==> config.mk <==
export PLATFORM = sky130hd
export DESIGN_NAME = scr_loader_flat
export DESIGN_NICKNAME = d
export VERILOG_FILES = /design/src/rtl/scr_pkg.sv /design/src/rtl/scr_loader_if.sv /design/src/rtl/scr_fifo.sv /design/src/rtl/scr_loader.sv /design/src/flat_wrapper.sv
export SDC_FILE = /design/constraint.sdc
export NUM_CORES = 1
export LEC_CHECK = 0
export CELL_PAD_IN_SITES_DETAIL_PLACEMENT = 2
export CELL_PAD_IN_SITES_GLOBAL_PLACEMENT = 2
export CORE_UTILIZATION = 43
export DETAILED_ROUTE_END_ITERATION = 7
export PLACE_DENSITY_LB_ADDON = 0.1
export SLEW_MARGIN = 30
export SYNTH_ARGS = -nofsm -noshare
export SYNTH_HDL_FRONTEND = slang
export SYNTH_SLANG_ARGS = --single-unit
==> constraint.sdc <==
create_clock -name clk_sys -period 5.2 [get_ports clk_sys]
set_clock_uncertainty 0.1 [all_clocks]
set_input_delay 0.78 -clock clk_sys [delete_from_list [all_inputs] [get_ports clk_sys]]
set_output_delay 0.78 -clock clk_sys [all_outputs]
set_load 0.05 [all_outputs]
==> src/rtl/scr_pkg.sv <==
// Shared types and constants for the SCREEN$ loader: FSM states, FIFO entry
// layout and the two accepted image lengths.
package scr_pkg;

    typedef enum logic [1:0] {
        IDLE  = 2'd0,
        LOAD  = 2'd1,
        DRAIN = 2'd2,
        DONE  = 2'd3
    } scr_state_t;

    localparam int SCR_STD_LEN     = 6912;
    localparam int SCR_HI_LEN      = 12288;
    localparam int SCR_ATTR_BASE   = 6144;
    localparam int SCR_HIATTR_BASE = 8192;

    typedef struct packed {
        logic [13:0] addr;
        logic [7:0]  data;
    } scr_entry_t;

    // A finished image is only good if it is exactly a standard or a hi-colour screen.
    function automatic logic len_ok(input logic [13:0] n);
        return (n == 14'(SCR_STD_LEN)) || (n == 14'(SCR_HI_LEN));
    endfunction

endpackage

==> src/rtl/scr_loader_if.sv <==
// ioctl download channel plus the VRAM write port, bundled for the loader.
interface scr_loader_if;

    logic        ioctl_download;
    logic        ioctl_wr;
    logic [13:0] ioctl_addr;
    logic [7:0]  ioctl_dout;
    logic        ioctl_wait;
    logic        vram_we;
    logic [14:0] vram_waddr;
    logic [7:0]  vram_wdata;

    modport master (
        output ioctl_download, ioctl_wr, ioctl_addr, ioctl_dout,
        input  ioctl_wait, vram_we, vram_waddr, vram_wdata
    );

    modport slave (
        input  ioctl_download, ioctl_wr, ioctl_addr, ioctl_dout,
        output ioctl_wait, vram_we, vram_waddr, vram_wdata
    );

endinterface

==> src/rtl/scr_fifo.sv <==
// Small synchronous FIFO of {addr, data} entries with a synchronous flush.
// Pushes while full and pops while empty are ignored.
module scr_fifo
    import scr_pkg::*;
#(
    parameter int DEPTH = 4,
    localparam int AW   = $clog2(DEPTH)
) (
    input  logic       clk_sys,
    input  logic       reset,
    input  logic       flush,
    input  logic       push,
    input  logic       pop,
    input  scr_entry_t din,
    output scr_entry_t dout,
    output logic       full,
    output logic       empty,
    output logic [AW:0] count
);

    scr_entry_t    mem [DEPTH];
    logic [AW-1:0] wp, rp;
    logic          do_push, do_pop;

    assign full    = (count == (AW+1)'(DEPTH));
    assign empty   = (count == '0);
    assign do_push = push & ~full;
    assign do_pop  = pop & ~empty;
    assign dout    = mem[rp];

    always_ff @(posedge clk_sys) begin
        if (reset || flush) begin
            wp    <= '0;
            rp    <= '0;
            count <= '0;
        end else begin
            if (do_push) wp <= wp + AW'(1);
            if (do_pop)  rp <= rp + AW'(1);
            case ({do_push, do_pop})
                2'b10:   count <= count + (AW+1)'(1);
                2'b01:   count <= count - (AW+1)'(1);
                default: count <= count;
            endcase
        end
    end

    always_ff @(posedge clk_sys) begin
        if (do_push) mem[wp] <= din;
    end

endmodule

==> src/rtl/scr_loader.sv <==
// Streams a SCREEN$ image from the ioctl channel into VRAM, writing only on
// ce_7mn slots the video fetch leaves free.
module scr_loader
    import scr_pkg::*;
#(
    parameter int FIFO_DEPTH = 4,
    parameter int WAIT_LEVEL = 3
) (
    input  logic        clk_sys,
    input  logic        reset,
    input  logic        ce_7mn,
    input  logic        vid_slot,
    input  logic        page_scr,
    scr_loader_if.slave io,
    output logic        busy,
    output logic        done,
    output logic        err
);

    localparam int CW = $clog2(FIFO_DEPTH) + 1;

    scr_state_t    state, state_nxt;
    logic          dl_q, rise, fall;
    logic          start, accept, in_range, push, drop, finish, issue, stage;
    logic          full, empty;
    logic [CW-1:0] count;
    scr_entry_t    din, head;
    logic [13:0]   nbytes;
    logic          page_q;
    // head_vld: the FIFO head has been copied into the VRAM address/data
    // registers and is waiting for a free slot. The entry is only popped when
    // written, so FIFO occupancy still counts it.
    logic          head_vld;

    assign din  = '{addr: io.ioctl_addr, data: io.ioctl_dout};
    assign rise = io.ioctl_download & ~dl_q;
    assign fall = ~io.ioctl_download & dl_q;

    scr_fifo #(.DEPTH(FIFO_DEPTH)) u_fifo (
        .clk_sys (clk_sys),
        .reset   (reset),
        .flush   (start),
        .push    (push),
        .pop     (issue),
        .din     (din),
        .dout    (head),
        .full    (full),
        .empty   (empty),
        .count   (count)
    );

    always_ff @(posedge clk_sys) begin
        if (reset) state <= IDLE;
        else       state <= state_nxt;
    end

    always_comb begin
        state_nxt = state;
        case (state)
            IDLE, DONE: if (rise) state_nxt = LOAD;
            LOAD:       if (fall) state_nxt = DRAIN;
            DRAIN:      if (empty && !head_vld) state_nxt = DONE;
            default:    state_nxt = IDLE;
        endcase
    end

    always_comb begin
        busy     = (state == LOAD) || (state == DRAIN);
        start    = rise && ((state == IDLE) || (state == DONE));
        in_range = io.ioctl_addr < 14'(SCR_HI_LEN);
        accept   = (state == LOAD) && io.ioctl_wr;
        push     = accept && in_range && !full;
        drop     = accept && !(in_range && !full);
        finish   = (state == DRAIN) && empty && !head_vld;
        // Reset gating keeps a staged byte from escaping during the reset cycle.
        issue    = ce_7mn && !vid_slot && head_vld && !reset;
        stage    = !head_vld && !empty && !start;
        io.ioctl_wait = (state == LOAD) && (count >= CW'(WAIT_LEVEL));
        io.vram_we    = issue;
    end

    always_ff @(posedge clk_sys) begin
        if (reset) begin
            dl_q          <= 1'b0;
            nbytes        <= '0;
            page_q        <= 1'b0;
            head_vld      <= 1'b0;
            done          <= 1'b0;
            err           <= 1'b0;
            io.vram_waddr <= '0;
            io.vram_wdata <= '0;
        end else begin
            dl_q <= io.ioctl_download;
            if (start) begin
                nbytes   <= '0;
                page_q   <= page_scr;
                head_vld <= 1'b0;
                done     <= 1'b0;
                err      <= 1'b0;
            end else begin
                if (push) nbytes <= nbytes + 14'd1;
                if (drop) err <= 1'b1;
                if (finish) begin
                    if (len_ok(nbytes)) done <= 1'b1;
                    else                err  <= 1'b1;
                end
                if (issue) begin
                    head_vld <= 1'b0;
                end else if (stage) begin
                    head_vld      <= 1'b1;
                    io.vram_waddr <= {page_q, head.addr};
                    io.vram_wdata <= head.data;
                end
            end
        end
    end

endmodule

==> src/flat_wrapper.sv <==
// flat-port wrapper written by rule: the top's interface ports become plain ports
module scr_loader_flat import scr_pkg::*;
#(
    parameter int FIFO_DEPTH = 4,
    parameter int WAIT_LEVEL = 3
)
  (clk_sys, reset, ce_7mn, vid_slot, page_scr, busy, done, err, io_ioctl_download, io_ioctl_wr, io_ioctl_addr, io_ioctl_dout, io_ioctl_wait, io_vram_we, io_vram_waddr, io_vram_wdata);
  scr_loader_if io_i ();
  input  logic clk_sys;
  input  logic reset;
  input  logic ce_7mn;
  input  logic vid_slot;
  input  logic page_scr;
  output logic busy;
  output logic done;
  output logic err;
  input wire logic [$bits(io_i.ioctl_download)-1:0] io_ioctl_download;
  input wire logic [$bits(io_i.ioctl_wr)-1:0] io_ioctl_wr;
  input wire logic [$bits(io_i.ioctl_addr)-1:0] io_ioctl_addr;
  input wire logic [$bits(io_i.ioctl_dout)-1:0] io_ioctl_dout;
  output wire logic [$bits(io_i.ioctl_wait)-1:0] io_ioctl_wait;
  output wire logic [$bits(io_i.vram_we)-1:0] io_vram_we;
  output wire logic [$bits(io_i.vram_waddr)-1:0] io_vram_waddr;
  output wire logic [$bits(io_i.vram_wdata)-1:0] io_vram_wdata;
  assign io_i.ioctl_download = io_ioctl_download;
  assign io_i.ioctl_wr = io_ioctl_wr;
  assign io_i.ioctl_addr = io_ioctl_addr;
  assign io_i.ioctl_dout = io_ioctl_dout;
  assign io_ioctl_wait = io_i.ioctl_wait;
  assign io_vram_we = io_i.vram_we;
  assign io_vram_waddr = io_i.vram_waddr;
  assign io_vram_wdata = io_i.vram_wdata;
  scr_loader #(.FIFO_DEPTH(FIFO_DEPTH), .WAIT_LEVEL(WAIT_LEVEL)) u_core (.clk_sys(clk_sys), .reset(reset), .ce_7mn(ce_7mn), .vid_slot(vid_slot), .page_scr(page_scr), .io(io_i), .busy(busy), .done(done), .err(err));
endmodule
==> impl_metrics.toml <==
[run_status]
outcome = "completed"

[global_routing]
grt_max_degree = 35
grt_first_pass_wirelength_um = 23600
grt_pass1_vias = 3999
grtUsageTotal_pct = 25.4
overflow = 0
antenna_found_initial = 0

[sta]
max-slew-margin-rel_pct = 46.8
fin_crit_sh_pct = 68.4
rsz0062_at_grt = "no"
max_clock_freq_mhz = 281
drv_slew = 0
worst_slack_ps = 1640
min_period_ps = 3560
totalNegativeSetupSlack_ps = 0
finalHoldViolations = 0
tightest_slew_ps = 791
setup_violations = 0
whs_ps = 357

[worst_hold_path]
min-delay-start = "u_core.io.vram_wdata[7]"
min_to = "u_core.io.vram_wdata[7]"
hold_class = "flip-flop to flip-flop"
holdPathStages = 2

[synthesis]
synth_cells = 396
async_reset_ff_share_pct = 0
synthesis.nets = 435
synth_seq_area_share_pct = 66.7
avgSynthCellArea_um2 = 13.9
synth_top_area_share_pct = 48.1
yosysWarnings = 0
synthesis.area_um2 = 5490
synth_flop_cell = "edfxtp_1"
synth.area.top_cells = "edfxtp_1, dfxtp_1, mux4_2"
yosysTopAreaCell = "edfxtp_1"
synth-seq-cells = 139
yosysUniqueCellTypes = 45
synth-edff-count = 88

[layout]
multi_input_area_um2 = 1690
fin_area_um2 = 6760
fill_cells = 1131
seq_area_um2 = 3670
synthToLayoutAreaGrowth_pct = 23.1
finalNonFillerCells = 635
layout.nets = 494
drive_gt1_share_pct = 13.7
postLayoutCoreUtil_pct = 55.3
antennaDiodeCount = 0

[critical_path]
regToRegSetupSlack_ps = 1860
path_max_fanout = 34
startpoint_type = "primary input"
r2r_start = "u_core.state[0]"
crit_type = "primary input to primary output"
required_ps = 4320
crit_arrival_ps = 2680
reg2regPathDepth = 10
rr_endpoint = "u_core.u_fifo.count[2]"
worstSetupEndpointType = "primary output"

[pwr]
leakagePower_nw = 2.15
finalPower_mw = 2.81
peakVddDrop_uv = 238
power.density_nw_per_um2 = 415

[clock_network]
postCtsSetupRepairBufs = 0
clkLatencyLatePin_ps = 420
cts_buffers = 17
tritoncts = "yes"
clk_path_buf_depth = 2
ctsResizeCount = 0
cts_hold_buf = 0
htree_levels = 4
cts.sinks = 139
cts.clk_slew.worst_paths_ps = 60
root_buffer = "clkbuf_16"

[detailed_routing]
drc = 0
finalWirelength_um = 15200
vias_per_cell = 5.54
routedWlPerCell_um = 23.9
drtAntennaViolNets = 0
drt-pass1-iter-count = 5
vias = 3520
drt_iter0_drc = 169

[die]
coreArea_um2 = 12200
io_pins = 57
rows = 40
die_h_um = 115
die_w_um = 115
start_util_pct = 45.0
die-area_um2 = 13200

[placement]
port-buffer-count = 56
place_ws_ps = 1250
post_dp_cell_area_um2 = 6200
dp_cells = 604
gp_congestion = 0.705
place_hpwl_um = 9520

[run]
cap_violations = 0
[routing by layer]
| layer | track usage [%] | vias up | wire length (um) |
|---|---|---|---|
| met2 | 44.1 | 76 | 8080 |
| met5 | 0 | - | 0 |
| met4 | 9.35 | 0 | 189 |
| met1 | 31.4 | 1835 | 6360 |
| met3 | 5.43 | 16 | 554 |
| li1 | - | 1593 | - |
[worst max-delay path by stage]
| stage | start | slack (ps) | endpoint |
|---|---|---|---|
| 6_report | reset | 1640 | io_vram_we |
| 5_1_grt | io_ioctl_addr[12] | 1440 | u_core.u_fifo.count[2] |
| 4_1_cts | reset | 1630 | io_vram_we |
| 3_5_place_dp | io_ioctl_addr[12] | 1250 | u_core.u_fifo.count[2] |
| 3_3_place_gp | io_ioctl_addr[13] | 1490 | u_core.u_fifo.count[2] |
| 2_1_floorplan | reset | 2330 | u_core.u_fifo.count[2] |
[cell usage in the layout, fill, tap and decap left out, drive strengths merged, types with 4 or more instances in the layout]
master	netlist	routed
edfxtp	88	88
nand2	61	61
clkdlybuf4s50	0	56
dfxtp	51	51
a21oi	38	38
mux4	22	22
clkbuf	8	17
inv	14	14
nor2	12	12
ha	9	9
clkinv	0	8
or4	7	7
or3	7	7
and2	7	7
nand3	6	6
nor3	6	6
o31ai	5	5
xnor2	4	4
mux2i	4	4
clkinvlp	0	4
[worst max-delay path, stage by stage]
cell	delay, ps
clkdlybuf4s50_1	400
buf_4	270
and4bb_2	400
clkdlybuf4s50_1	820
[cells in the mapped netlist, drive strengths merged (2+ instances only)]
cell	count
edfxtp	88
nand2	61
dfxtp	51
a21oi	38
mux4	22
inv	14
nor2	12
buf	11
ha	9
clkbuf	8
and2	7
or3	7
or4	7
nand3	6
nor3	6
o31ai	5
mux2i	4
xnor2	4
nand4	3
nor2b	3
o21ai	3
xor2	3
and4	2
nor3b	2
nor4	2
o41ai	2
[cell type report]
class                      count  area share (%)
sequential                   139            54.3
clock buffer                  17            6.30
multi-input combinational    224            25.0
inverter                      14           0.778
clock inverter                14            1.94
tap                          168            3.11
timing repair buffer          59            8.63
[sequential cells by signal, indices dropped and copies added, names as in the netlist, 2 cells and up]
register and count:
u_core.u_fifo.mem 88, u_core.nbytes 14, u_core.u_fifo.count 3, u_core.u_fifo.wp 2
u_core.io.vram_wdata 8, u_core.state 2, u_core.io.vram_waddr 15, u_core.u_fifo.rp 2
[kinds of logic (layout without fill, tap and decap cells)]
family / count (synthesis) / in the layout / synth area share, %
xor+xnor: 7 / 7 / 1.12
mux: 26 / 26 / 9.75
fa+ha+maj: 10 / 10 / 2.42
flops: 139 / 139 / 66.7
simple gates: 126 / 126 / 11.4
compound gates: 55 / 55 / 5.81
buf+inv: 33 / 104 / 2.73
[power breakdown]
part | internal, mW | total [mW] | leakage, nW | switching, mW
sequential | 1.23 | 1.26 | 1.21 | 0.0304
combinational | 0.130 | 0.389 | 0.681 | 0.258
clock | 0.694 | 1.16 | 0.265 | 0.466
total | 2.05 | 2.81 | 2.15 | 0.755
Note: power is estimated with default switching activity, not from simulation.
